<file path="config.mk">
export PLATFORM = sky130hd
export DESIGN_NAME = oldland_lsu
export DESIGN_NICKNAME = d
export VERILOG_FILES = /design/src/rtl/oldland_lsu.sv
export SDC_FILE = /design/constraint.sdc
export NUM_CORES = 1
export LEC_CHECK = 0
export CORE_MARGIN = 10
export CORE_UTILIZATION = 42
export DETAILED_ROUTE_END_ITERATION = 12
export HOLD_SLACK_MARGIN = 0.05
export PLACE_DENSITY = 0.79
export SKIP_LAST_GASP = 1
export SYNTH_ARGS = -nofsm -noshare
export SYNTH_HDL_FRONTEND = slang
export SYNTH_SLANG_ARGS = --single-unit
export TNS_END_PERCENT = 1
</file>
<file path="constraint.sdc">
create_clock -name clk -period 2.23 [get_ports clk]
set_input_delay 0.446 -clock clk [delete_from_list [all_inputs] [get_ports clk]]
set_output_delay 0.446 -clock clk [all_outputs]
set_load 0.01 [all_outputs]
</file>
<file path="src/rtl/oldland_lsu.sv">
// oldland_lsu: load/store unit bridging the execute stage to a single-beat data bus
module oldland_lsu (
  input  logic        clk,
  input  logic        rst,
  input  logic        mem_load,
  input  logic        mem_store,
  input  logic [1:0]  mem_width,
  input  logic [31:0] mar,
  input  logic [31:0] mdr,
  input  logic [31:0] wr_val,
  input  logic        wr_result,
  input  logic [3:0]  rd_sel,
  input  logic        i_valid,
  output logic [29:0] d_addr,
  output logic [3:0]  d_bytesel,
  output logic [31:0] d_wr_val,
  output logic        d_wr_en,
  output logic        d_access,
  input  logic [31:0] d_data,
  input  logic        d_ack,
  input  logic        d_error,
  output logic [31:0] reg_wr_val,
  output logic [3:0]  reg_wr_sel,
  output logic        reg_wr_en,
  output logic        busy,
  output logic        data_abort,
  output logic        i_valid_out
);
  typedef enum logic [1:0] {IDLE, BUS, COMPLETE} state_t;
  state_t state_q, state_d;
  logic [29:0] d_addr_q, d_addr_d;
  logic [3:0]  d_bytesel_q, d_bytesel_d;
  logic [31:0] d_wr_val_q, d_wr_val_d;
  logic        d_wr_en_q, d_wr_en_d;
  logic        d_access_q, d_access_d;
  logic [31:0] reg_wr_val_q, reg_wr_val_d;
  logic [3:0]  reg_wr_sel_q, reg_wr_sel_d;
  logic        reg_wr_en_q, reg_wr_en_d;
  logic        busy_q, busy_d;
  logic        data_abort_q, data_abort_d;
  logic        i_valid_out_q, i_valid_out_d;
  logic [3:0]  rd_q, rd_d;
  logic        st_q, st_d;
  logic [1:0]  wid_q, wid_d;
  logic [1:0]  lane_q, lane_d;
  logic        req, mis;
  logic [3:0]  bsel;
  logic [31:0] wv, sh, ld;
  assign d_addr      = d_addr_q;
  assign d_bytesel   = d_bytesel_q;
  assign d_wr_val    = d_wr_val_q;
  assign d_wr_en     = d_wr_en_q;
  assign d_access    = d_access_q;
  assign reg_wr_val  = reg_wr_val_q;
  assign reg_wr_sel  = reg_wr_sel_q;
  assign reg_wr_en   = reg_wr_en_q;
  assign busy        = busy_q;
  assign data_abort  = data_abort_q;
  assign i_valid_out = i_valid_out_q;
  // Request decode: alignment, lane enables, replicated store data and load extraction
  always_comb begin
    req  = mem_load | mem_store;
    mis  = (mem_width == 2'b11) | (mem_width == 2'b01 & mar[0]) | (mem_width == 2'b10 & mar[1:0] != 2'b00);
    bsel = mem_width == 2'b00 ? 4'b0001 << mar[1:0] : mem_width == 2'b01 ? (mar[1] ? 4'b1100 : 4'b0011) : 4'b1111;
    wv   = mem_width == 2'b00 ? {4{mdr[7:0]}} : mem_width == 2'b01 ? {2{mdr[15:0]}} : mdr;
    sh   = d_data >> {lane_q, 3'b000};
    ld   = wid_q == 2'b00 ? {24'b0, sh[7:0]} : wid_q == 2'b01 ? {16'b0, lane_q[1] ? d_data[31:16] : d_data[15:0]} : d_data;
  end
  // Next-state and next-output logic; pulses default low, bus fields hold
  always_comb begin
    state_d       = state_q;
    d_addr_d      = d_addr_q;
    d_bytesel_d   = d_bytesel_q;
    d_wr_val_d    = d_wr_val_q;
    d_wr_en_d     = d_wr_en_q;
    d_access_d    = d_access_q;
    reg_wr_val_d  = reg_wr_val_q;
    reg_wr_sel_d  = reg_wr_sel_q;
    reg_wr_en_d   = 1'b0;
    busy_d        = busy_q;
    data_abort_d  = 1'b0;
    i_valid_out_d = 1'b0;
    rd_d          = rd_q;
    st_d          = st_q;
    wid_d         = wid_q;
    lane_d        = lane_q;
    case (state_q)
      IDLE: begin
        if (!req) begin
          reg_wr_val_d  = wr_val;
          reg_wr_sel_d  = rd_sel;
          reg_wr_en_d   = wr_result;
          i_valid_out_d = i_valid;
        end else if (mis) begin
          data_abort_d = 1'b1;
        end else begin
          state_d     = BUS;
          d_access_d  = 1'b1;
          busy_d      = 1'b1;
          d_wr_en_d   = mem_store;
          d_addr_d    = mar[31:2];
          d_bytesel_d = bsel;
          d_wr_val_d  = wv;
          rd_d        = rd_sel;
          st_d        = mem_store;
          wid_d       = mem_width;
          lane_d      = mar[1:0];
        end
      end
      BUS: begin
        if (d_error) begin
          state_d      = IDLE;
          d_access_d   = 1'b0;
          d_wr_en_d    = 1'b0;
          busy_d       = 1'b0;
          data_abort_d = 1'b1;
        end else if (d_ack) begin
          state_d       = COMPLETE;
          d_access_d    = 1'b0;
          d_wr_en_d     = 1'b0;
          reg_wr_en_d   = !st_q;
          reg_wr_sel_d  = rd_q;
          reg_wr_val_d  = st_q ? reg_wr_val_q : ld;
          i_valid_out_d = 1'b1;
        end
      end
      COMPLETE: begin
        state_d = IDLE;
        busy_d  = 1'b0;
      end
      default: state_d = IDLE;
    endcase
  end
  // State and output registers with synchronous reset aborting any transfer
  always_ff @(posedge clk) begin
    if (rst) begin
      state_q       <= IDLE;
      d_addr_q      <= '0;
      d_bytesel_q   <= '0;
      d_wr_val_q    <= '0;
      d_wr_en_q     <= 1'b0;
      d_access_q    <= 1'b0;
      reg_wr_val_q  <= '0;
      reg_wr_sel_q  <= '0;
      reg_wr_en_q   <= 1'b0;
      busy_q        <= 1'b0;
      data_abort_q  <= 1'b0;
      i_valid_out_q <= 1'b0;
      rd_q          <= '0;
      st_q          <= 1'b0;
      wid_q         <= '0;
      lane_q        <= '0;
    end else begin
      state_q       <= state_d;
      d_addr_q      <= d_addr_d;
      d_bytesel_q   <= d_bytesel_d;
      d_wr_val_q    <= d_wr_val_d;
      d_wr_en_q     <= d_wr_en_d;
      d_access_q    <= d_access_d;
      reg_wr_val_q  <= reg_wr_val_d;
      reg_wr_sel_q  <= reg_wr_sel_d;
      reg_wr_en_q   <= reg_wr_en_d;
      busy_q        <= busy_d;
      data_abort_q  <= data_abort_d;
      i_valid_out_q <= i_valid_out_d;
      rd_q          <= rd_d;
      st_q          <= st_d;
      wid_q         <= wid_d;
      lane_q        <= lane_d;
    end
  end
endmodule

</file>
==> metrics.csv, run 1 <==
stage,metric,value,unit
timing,Sum Neg Setup Slack,0,ns
floorplanning,chip height,134,um
timing,min cycle time layout,2.03,ns
power_and_ir_drop,P_leak,3.26,nW
global_routing,initial antenna violation count,1,
timing,relative slew slack,0.580,
critical_path,Critical Path AT,2.33,ns
synthesis,mux share of post-synthesis cell area,0.0985,
timing,worst clock skew,0.00675,ns
synthesis,post-synth cell types,33,
clock_tree,clk root buf,clkbuf_16,
clock_tree,# Post-CTS Setup Buffers,0,
critical_path,reg2reg start,state_q[1]$_SDFFE_PP0P_,
synthesis,compound-cell area share of the yosys netlist,0.210,
synthesis,Yosys reg bits,119,
drt,WL per Instance,18.6,um
power_and_ir_drop,Pwr Density,802,nW/um2
cells_and_area,Filler Cells Inserted,1005,
min_path,worst hold path class,flip-flop to flip-flop,
critical_path,Critical Path Start,state_q[1]$_SDFFE_PP0P_,
clock_tree,Post-CTS Hold Fix Bufs,0,
floorplanning,core area,12700,um2
drt,Final ANT Viol Nets,0,
timing,crit share post-route,0.911,
run,max cap viols,0,
critical_path,crit end category,flip-flop,
global_routing,largest net degree at the start of global routing,65,
drt,Iteration-0 DRC Markers,308,
min_path,hold depth,2,
synthesis,Post-Syn Area per Cell,8.20,um2
run_status,status,"complete, no violations",
place,dpl hpwl,15.7,mm
place,GPL Wtd Cong,0.905,
floorplanning,I/O Pins,250,
synthesis,Syn Inst Count,666,
place,I/O Buffers,249,
synthesis,register area share after synthesis,0.436,
synthesis,synth warn,0,
timing,final hold vios,0,
clock_tree,CTS Buf Count,17,
synthesis,Post-Synthesis Cell Area,5460,um2
floorplanning,die area,18000,um2
drt,drc violations,0,
cells_and_area,Multi-input gate area,2830,um2
min_path,critical hold path startpoint,d_addr[24]$_SDFFE_PP0P_,
cells_and_area,Layout Utilization,0.698,
global_routing,Overflow after GRT,0,
floorplanning,starting density of the core,0.431,
synthesis,largest family of logic cells by synthesized area,compound AO/OA/AOI/OAI gates,
cells_and_area,Reg area,2380,um2
cells_and_area,share of cells above drive strength 1,0.0998,
timing,fin. max-slew vios,0,
drt,vias,5833,
clock_tree,Max Root-Sink Buffers,2,
synthesis,Adder-Cell Fraction of Synth Area,0.00687,
floorplanning,row count,41,
synthesis,Simple-Gate Fraction of Synth Area,0.198,
place,DP Cell Count,1063,
synthesis,post-synth top area cell,dfxtp_1,
drt,Routed WL,20.4,mm
global_routing,number of global-route vias before repair,5859,
floorplanning,die width,134,um
synthesis,xor and xnor area share after synthesis,0,
clock_tree,Num Clock Sinks,119,
timing,unrepaired setup endpoints after global routing,false,
critical_path,"Data required, critical path",2.53,ns
drt,Avg Vias per Cell,5.33,
critical_path,crit path max fanout,35,
drt,DR pass1 iterations,4,
critical_path,worst setup path end,reg_wr_val[24]$_SDFFE_PP0P_,
clock_tree,H-tree levels,4,
timing,actual slew at the worst max-slew pin,0.615,ns
clock_tree,worst skew pair latency,0.41,ns
synthesis,Synth area leaders,"dfxtp_1 44%, nand2_1 9.6%, a21oi_1 8.5%",
synthesis,top-area cell type share of the netlist area,0.436,
timing,Finish-stage setup viols,0,
critical_path,critical path class,flip-flop to flip-flop,
cells_and_area,final std cells w/o fill,1095,
global_routing,global-route wire length before repair,31.8,mm
synthesis,Synthesized Nets,811,
clock_tree,"CTS clk-pin slew, worst paths",0.05,ns
critical_path,crit start category,flip-flop,
global_routing,Tot GR Track Use,0.222,
cells_and_area,Final #Nets,1055,
power_and_ir_drop,VDD IR max,0.000534,V
cells_and_area,Synth-to-Final Area Change,61.9,%
critical_path,r2r setup slk,0.20,ns
critical_path,Worst R2R Path Depth,7,
timing,fmax,492,MHz
critical_path,worst r2r dst,reg_wr_val[24]$_SDFFE_PP0P_,
clock_tree,CTS tree,built,
cells by family (layout without fill, tap and decap cells):
| family | after synthesis | count (layout) |
|---|---|---|
| muxes | 42 | 42 |
| AOI/OAI and AO/OA | 186 | 186 |
| DFF | 119 | 119 |
| and+or+nand+nor | 254 | 254 |
| other | 0 | 1 |
| adders and majority gates | 3 | 3 |
| buffers and inverters | 62 | 318 |
synthesized netlist by cell type:
master     instances
a2111oi_0          1
a211oi_1          39
a21bo_2            1
a21o_1             2
a21oi_1           93
a221oi_4           1
a311oi_1          17
a31oi_1            5
and2_1             1
buf_2             18
buf_4              6
clkbuf_1          32
dfxtp_1          119
ha_1               3
inv_1              6
mux2_2            14
mux2i_1           20
mux4_2             8
nand2_1          140
nand2b_1           5
nand3_1            3
nand3b_1           1
nand3b_2           1
nor2_1            65
nor2b_1           31
nor3_1             4
nor3b_1            1
nor3b_2            1
o21a_1             3
o21ai_0           18
o21ai_1            1
o22ai_1            5
or3_1              1
final cells by class:
class | instances | share of cell area
Multi-Input combinational cell | 485 | 0.320
Timing Repair Buffer | 281 | 0.319
Sequential cell | 119 | 0.269
Clock buffer | 22 | 0.0536
Tap cell | 172 | 0.0243
Clock inverter | 9 | 0.0113
Inverter | 6 | 0.00255
Antenna cell | 1 | 0.000283
report_power, final:
part	switching, mW	internal, mW
Combinational	0.911	1.03
Clock	0.920	1.71
Sequential	0.141	2.39
worst min-delay path by stage:
| stage | endpoint | slack [ns] |
|---|---|---|
| floorplan | rd_q[0]$_SDFFE_PP0P_ | 0.44 |
| global placement | d_addr[23]$_SDFFE_PP0P_ | 0.44 |
| detailed placement | d_wr_val[24]$_SDFFE_PP0P_ | 0.45 |
| CTS | d_wr_val[31]$_SDFFE_PP0P_ | 0.45 |
| global route | d_addr[24]$_SDFFE_PP0P_ | 0.47 |
| finish | d_addr[24]$_SDFFE_PP0P_ | 0.45 |
per-layer routing:
metal | vias to the layer above | wire length, um | global-route usage
li1 | 2803 | - | -
met1 | 2718 | 7900 | 0.245
met2 | 268 | 10000 | 0.374
met3 | 44 | 1830 | 0.0840
met4 | 0 | 595 | 0.0931
met5 | - | 0 | 0
flip-flops by register name (all words and copies together), names as in the netlist:
signal,cells
d_addr,30
lane_q,2
reg_wr_sel,4
d_bytesel,4
rd_q,4
data_abort,1
busy,1
wid_q,2
reg_wr_val,32
st_q,1
reg_wr_en,1
d_access,1
d_wr_val,32
i_valid_out,1
state_q,2
d_wr_en,1
worst max-delay path, stage by stage, from the launching register on:
cell and delay [ns]:
dfxtp_1 0.31, inv_1 0.10, ha_2 0.30, buf_4 0.39, and2_1 0.18, buf_4 0.22
a21oi_1 0.10, a211oi_1 0.31
placed cells by master (no fill, tap or decap), types with 2 or more instances in the layout:
cell,Yosys,layout
clkbuf_8,0,3
a31oi_1,5,5
clkinv_2,0,5
nand2b_1,5,5
mux2i_1,20,20
ha_2,0,2
clkbuf_1,32,2
mux2_2,14,14
clkinvlp_4,0,2
a21oi_1,93,92
a311oi_1,17,17
mux4_2,8,8
dfxtp_1,119,119
nor2b_1,31,31
inv_1,6,6
clkdlybuf4s50_1,0,248
a211oi_1,39,39
buf_4,6,26
bufinv_16,0,2
nor3_1,4,4
nand2_1,140,140
nor2_1,65,65
clkbuf_16,0,17
o22ai_1,5,5
buf_12,0,7
o21ai_0,18,18
o21a_1,3,3
a21o_1,2,2
nand3_1,3,3
through the flow:
stage | setup slack, ns | hold WS, ns | area, um2 | power [mW]
after floorplan | 0.440 | 0.436 | 5460 | 3.45
after global placement | 0.0644 | 0.441 | 8270 | 4.45
after detailed placement | -0.0154 | 0.447 | 8270 | 4.50
after CTS | 0.192 | 0.455 | 8840 | 7.15
after global routing | 0.0729 | 0.471 | 8840 | 7.43
final | 0.199 | 0.450 | 8850 | 7.10
repair_timing:
item,4_1_cts,5_1_grt
gates resized for setup,0,1
endpoints found under the setup margin,0,1
hold endpoints to repair,0,0
Power figures use the tool's default switching activity.
==> run 2, diff against run 1 <==
- SLEW_MARGIN: not set -> 20
==> results of run 2 <==
No change in the layout: final DEF, timing and power equal those of run 1.
